`config.mk`:
```
export PLATFORM = sky130hd
export DESIGN_NAME = cbd_tick_prescaler
export DESIGN_NICKNAME = d
export VERILOG_FILES = /design/src/rtl/cbd_tick_prescaler.sv
export SDC_FILE = /design/constraint.sdc
export NUM_CORES = 1
export LEC_CHECK = 0
export BUFFER_PORTS_ARGS = -buffer_cell sky130_fd_sc_hd__buf_2
export CAP_MARGIN = 10
export CORE_ASPECT_RATIO = 0.9
export CORE_MARGIN = 1
export CORE_UTILIZATION = 45
export DETAILED_ROUTE_END_ITERATION = 6
export PLACE_DENSITY = 0.67
export SETUP_SLACK_MARGIN = 0.1
export SYNTH_ARGS = -nofsm -noshare
export SYNTH_HDL_FRONTEND = slang
export SYNTH_SLANG_ARGS = --single-unit
```
`constraint.sdc`:
```
create_clock -name CLK -period 2.8 [get_ports CLK]
set_clock_uncertainty 0.1 [all_clocks]
set_input_delay 0.14 -clock CLK [delete_from_list [all_inputs] [get_ports CLK]]
set_output_delay 0.14 -clock CLK [all_outputs]
set_load 0.05 [all_outputs]
```
`src/rtl/cbd_tick_prescaler.sv`:
```
// Programmable tick prescaler that drives CAI of a cascaded down-counter chain.
// The tick period is DIV+1 enabled cycles, with run/stop/one-shot control.
module cbd_tick_prescaler #(
  parameter int unsigned WIDTH = 8
) (
  input  logic             CLK,
  input  logic             CDN,
  input  logic             EN,
  input  logic             LD,
  input  logic [WIDTH-1:0] DIV,
  input  logic             START,
  input  logic             STOP,
  input  logic             ONESHOT,
  output logic             TICK,
  output logic             BUSY,
  output logic             DONE,
  output logic [WIDTH-1:0] CNT
);

  typedef enum logic [1:0] {
    ST_IDLE = 2'd0,
    ST_RUN  = 2'd1,
    ST_DONE = 2'd2
  } state_t;

  localparam logic [WIDTH-1:0] ONE = WIDTH'(1);

  state_t           r_state;
  logic [WIDTH-1:0] r_reload;
  logic [WIDTH-1:0] r_cnt;
  logic             r_os;
  logic             r_tick;
  logic [WIDTH-1:0] w_load_val;

  // A load strobe coinciding with a reload point takes effect immediately.
  assign w_load_val = LD ? DIV : r_reload;

  always_ff @(posedge CLK or negedge CDN) begin
    if (!CDN) begin
      r_state  <= ST_IDLE;
      r_reload <= '0;
      r_cnt    <= '0;
      r_os     <= 1'b0;
      r_tick   <= 1'b0;
    end else begin
      r_tick <= 1'b0;
      if (LD) r_reload <= DIV;
      case (r_state)
        ST_RUN: begin
          if (STOP) begin
            r_state <= ST_IDLE;
          end else if (START) begin
            r_cnt <= w_load_val;
            r_os  <= ONESHOT;
          end else if (EN) begin
            if (r_cnt != '0) begin
              r_cnt <= r_cnt - ONE;
            end else begin
              r_tick <= 1'b1;
              r_cnt  <= w_load_val;
              if (r_os) r_state <= ST_DONE;
            end
          end
        end
        default: begin
          if (LD) r_cnt <= DIV;
          if (STOP) begin
            r_state <= ST_IDLE;
          end else if (START) begin
            r_state <= ST_RUN;
            r_cnt   <= w_load_val;
            r_os    <= ONESHOT;
          end
        end
      endcase
    end
  end

  assign TICK = r_tick;
  assign BUSY = (r_state == ST_RUN);
  assign DONE = (r_state == ST_DONE);
  assign CNT  = r_cnt;

endmodule
```
# Yosys cells after proc, flatten, opt, wreduce, memory -nomap -nowiden

Cells that the tools add are included.

Register bits: 20
Output and inout port bits: 11
Word-level logic and storage cells: 42

Add/sub/neg operators: 1
Equality and inequality tests: 6
Mux-type cells: 22
Bitwise gates (word level): 1
Reduce and logical (&&, ||, !) cells: 7

Operators with widths:

| operator                                             | count |
|---|---|
| 2-to-1 mux 8 bit                                     | 9 |
| 2-to-1 mux 2 bit                                     | 8 |
| != test 3 bit (second input constant)                | 3 |
| nonzero test 3 bit                                   | 3 |
| nonzero test 8 bit                                   | 1 |
| subtractor 8 x 1 -> 8 bit (second input constant)    | 1 |
| 2-to-1 mux 1 bit                                     | 5 |
| AND reduction 5 bit                                  | 1 |
| AND reduction 2 bit                                  | 2 |
| equality test 2 x 1 -> 1 bit (second input constant) | 1 |
| equality test 2 bit (second input constant)          | 1 |
| != test 2 bit (second input constant)                | 1 |
| NOT 1 bit                                            | 1 |

# Longest topological paths before layout

Depth in word-level cells: 6
Depth in mapped cells: 7
Mapped depth without buffers: 6

# Least setup slack after synthesis

No wires, ideal clock.

Kind: register to register
From: reg r_cnt[0], in the netlist CNT[0]
To: reg r_cnt[2], in the netlist CNT[2]
Data arrival time: 1.973 ns
Data required time: 2.574 ns
Slack: 0.600 ns
Stages on the path, launching flop included: 6
Path buffers: 0
Clock period less this slack: 2.200 ns
Path through: dfrtp_1 -> inv_1 -> ha_1 -> a31oi_4 -> mux2_4 -> a221o_1

Cells in the longest elaborated chain, start to end: 6

Ends and longest elaborated chain:

| item                                                            | RTL line | text |
|---|---|---|
| from (decl)                                                     | 30       | `logic [WIDTH-1:0] r_cnt;` |
| from (signal assigned)                                          | 53       | `r_cnt <= w_load_val;` |
| from (signal assigned)                                          | 57       | `r_cnt <= r_cnt - ONE;` |
| from (signal assigned)                                          | 60       | `r_cnt <= w_load_val;` |
| subtractor 8 x 1 -> 8 bit or nonzero test 8 bit (tied branches) | 57, 56   |  |
| 2-to-1 mux 8 bit *                                              | 56       | `if (r_cnt != '0) begin` |
| 2-to-1 mux 8 bit *                                              | 55       | `end else if (EN) begin` |
| 2-to-1 mux 8 bit *                                              | 52       | `end else if (START) begin` |
| 2-to-1 mux 8 bit *                                              | 50       | `if (STOP) begin` |
| 2-to-1 mux 8 bit *                                              | 48       | `case (r_state)` |

Mark *: on every way between the ends. The rest lies on a longest branch, timed or not. The select of a mux whose other input is x is not followed.
A chain may end at the register's enable or synchronous reset.

# Worst setup path in the final report

From: reg r_cnt[2], in the netlist CNT[2]
To: reg r_cnt[2], in the netlist CNT[2]

Cells in the longest elaborated chain, start to end: 6

Ends and longest elaborated chain:

| item                                                            | RTL line |
|---|---|
| subtractor 8 x 1 -> 8 bit or nonzero test 8 bit (tied branches) | 57, 56 |
| 2-to-1 mux 8 bit                                                | 56 |
| 2-to-1 mux 8 bit                                                | 55 |
| 2-to-1 mux 8 bit                                                | 52 |
| 2-to-1 mux 8 bit                                                | 50 |
| 2-to-1 mux 8 bit *                                              | 48 |

Marked as above.

==> metrics.cfg <==
[status]
status=complete, no violations

[flow_run]
cap_violations=0

[sta]
final.setup.tns_ps=0
drv_slew=0
max_freq_mhz=500
worst_pin_slew_ps=546
setup_viol_count_final=0
period_share=0.715
rsz0062_at_grt=no
relSlewSlack=0.633
finalCriticalPeriod_ps=2000
whs_ps=11.0
hold_violations=0
setup_ws_ps=798

[setup_path]
cp.required_ps=2900
cp_data_arrival_time_ps=2100
slowest_stage=dfrtp_1
slowest_delay_ps=510
cpLargestDelayFamily=compound AO/OA/AOI/OAI gates
crit_type=reg2reg
crit_fanout=10
critPathBufInv=0
path_cells=nor4_4 > a31oi_4 > mux2_4 > a221o_1
worst_setup_path_end_kind=flop
crit_path_start_kind=flop

[place]
place_congestion=0.898
post-dp-hpwl_um=2170
numPortBuffers=25
dp_slack_ps=801

[die]
rows=18
dieArea_um2=3140
die_y_um=53.3
die_w_um=59.0
core_area_um2=2750
initial_core_util=0.478
io_pins=26

[cells_and_area]
n_fill_cell=248
nets=178
antenna-diode-count=0
drive_above_1_share=0.288
area_growth_pct=19.1

[synthesis]
synth_fa_ha_area_frac=0.0190
synthCells=130
synth_compound_area_frac=0.214
synth.avg_cell_area_um2=10.1
synthesis.nets=147
ys.flop_type=dfrtp_1
synth_area_um2=1310
synthDistinctLibCells=45
yosysWarningCount=0
yosysSeqAreaShare=0.381
synth_top_cell_area_share=0.381
netlist_top_cells_count=dfrtp_1, inv_1, mux2_2, o21ai_0, nor2_1
synth_edf_count=0
synth_area_leaders=dfrtp_1, mux2_2, mux2i_1, o21ai_0, a211oi_1
yosys.area_share.simple=0.160
synth_largest_area_cell=dfrtp_1
synth_seq_cells=20
ys_async_sr_fraction=1.00
synth_top_family_by_area=compound AO/OA/AOI/OAI gates
yosysMostFrequentCell=dfrtp_1
synth_xor_area_frac=0.0333
muxShareOfSynthArea=0.135

[grt]
antenna_found_initial=0
grt_max_degree=21
grt_pass1_wl_um=5110
gr-total-overflow=0
grt_pass1_vias=1044
grt_use_total=0.230

[cts]
numClockSinks=20
clockBufferDepth=2
cts_tree=built
cts_made_buffers=3
postCtsSetupRepairBufs=0
htree_levels=1
cts_root_buf=clkbuf_4
clkTransAtPathRegs_ps=120
insertion_delay_ps=300

[detailed_routing]
drt_iter0_drc=39
drc_errors=0
ant_nets=0
wl_um=3030
vias_per_cell=5.68
wl_per_cell_um=15.1
vias=1135
firstDrtPassIters=4

[power_and_ir_drop]
leakage_nw=0.720
peakVddDrop_v=0.000405
power_density_nw_per_um2=571

[min_path]
min_path_type=in2reg

## final cells by class
| cell class | instances | area [um2] | area share |
|---|---|---|---|
| clock buffer | 4 | 36.3 | 0.0232 |
| inverter | 10 | 37.5 | 0.0240 |
| multi-input combinational | 93 | 738 | 0.472 |
| sequential | 20 | 500 | 0.320 |
| tap | 40 | 50.0 | 0.0320 |
| timing repair buffer | 33 | 203 | 0.129 |
## cells in the final DEF, fill, tap and decap left out, types with 4 or more instances in the layout
cell / n
buf_2: 25
dfrtp_1: 20
inv_1: 9
mux2_2: 9
o21ai_0: 9
nor2_1: 7
dlygate4sd3_1: 7
nand2_1: 6
a211oi_1: 5
mux2i_1: 5
nand3_1: 4
and3b_1: 4
## flip-flops by register name (all words and copies together), names as in the netlist
name and count:
r_os 1, CNT 8, TICK 1, r_reload 8
r_state 2
## path summary, 6_finish.rpt
path	startpoint	to	slack, ps	cells past startpoint
max in group asynchronous	CDN	r_reload[5]	2070	2
min	DIV[3]	r_reload[3]	10	2
min reg2reg	r_os	r_os	420	1
min in group asynchronous	CDN	r_state[0]	200	2
max reg2reg	CNT[2]	CNT[2]	800	4
max	CNT[2]	CNT[2]	800	4
## where the power goes
group          total [mW]  internal [mW]  switching [mW]
clock               0.171         0.0794          0.0919
combinational       0.345          0.131           0.214
sequential          0.378          0.327          0.0509
## worst register-to-register path: stages, from the launching register on
cell and delay [ps]:
dfrtp_1 510, nor4_4 400, a31oi_4 220, mux2_4 340
a221o_1 320
## routing by layer
| layer | up-vias | track usage | wire length (um) |
|---|---|---|---|
| met5 | - | 0 | 0 |
| met3 | 2 | 0.0660 | 190 |
| met1 | 550 | 0.302 | 1390 |
| met4 | 0 | 0.0357 | 15 |
| li1 | 549 | - | - |
| met2 | 34 | 0.381 | 1430 |
## kinds of logic after synthesis
group / count (synthesis)
buf+inv: 17
simple gates: 34
flops: 20
mux: 16
compound gates: 36
xor+xnor: 5
fa+ha+maj: 2
## repair_timing
action / 4_1_cts / 5_1_grt
endpoints found under the setup margin: 0 / 0
resized for setup: 0 / 0
hold buffers: 6 / 1
hold endpoints to repair: 25 / 1
## per-stage QoR
stage / utilization / power [mW] / cell area [um2] / cells
after floorplan: - / 0.642 / 1310 / 130
after global placement: 0.531 / 0.715 / 1460 / 189
after detailed placement: 0.531 / 0.721 / 1460 / 189
after CTS: 0.566 / 0.898 / 1560 / 199
after global routing: 0.570 / 0.952 / 1570 / 200
final: 0.570 / 0.894 / 1570 / 200
No activity file was read; power rests on OpenSTA's default activity.
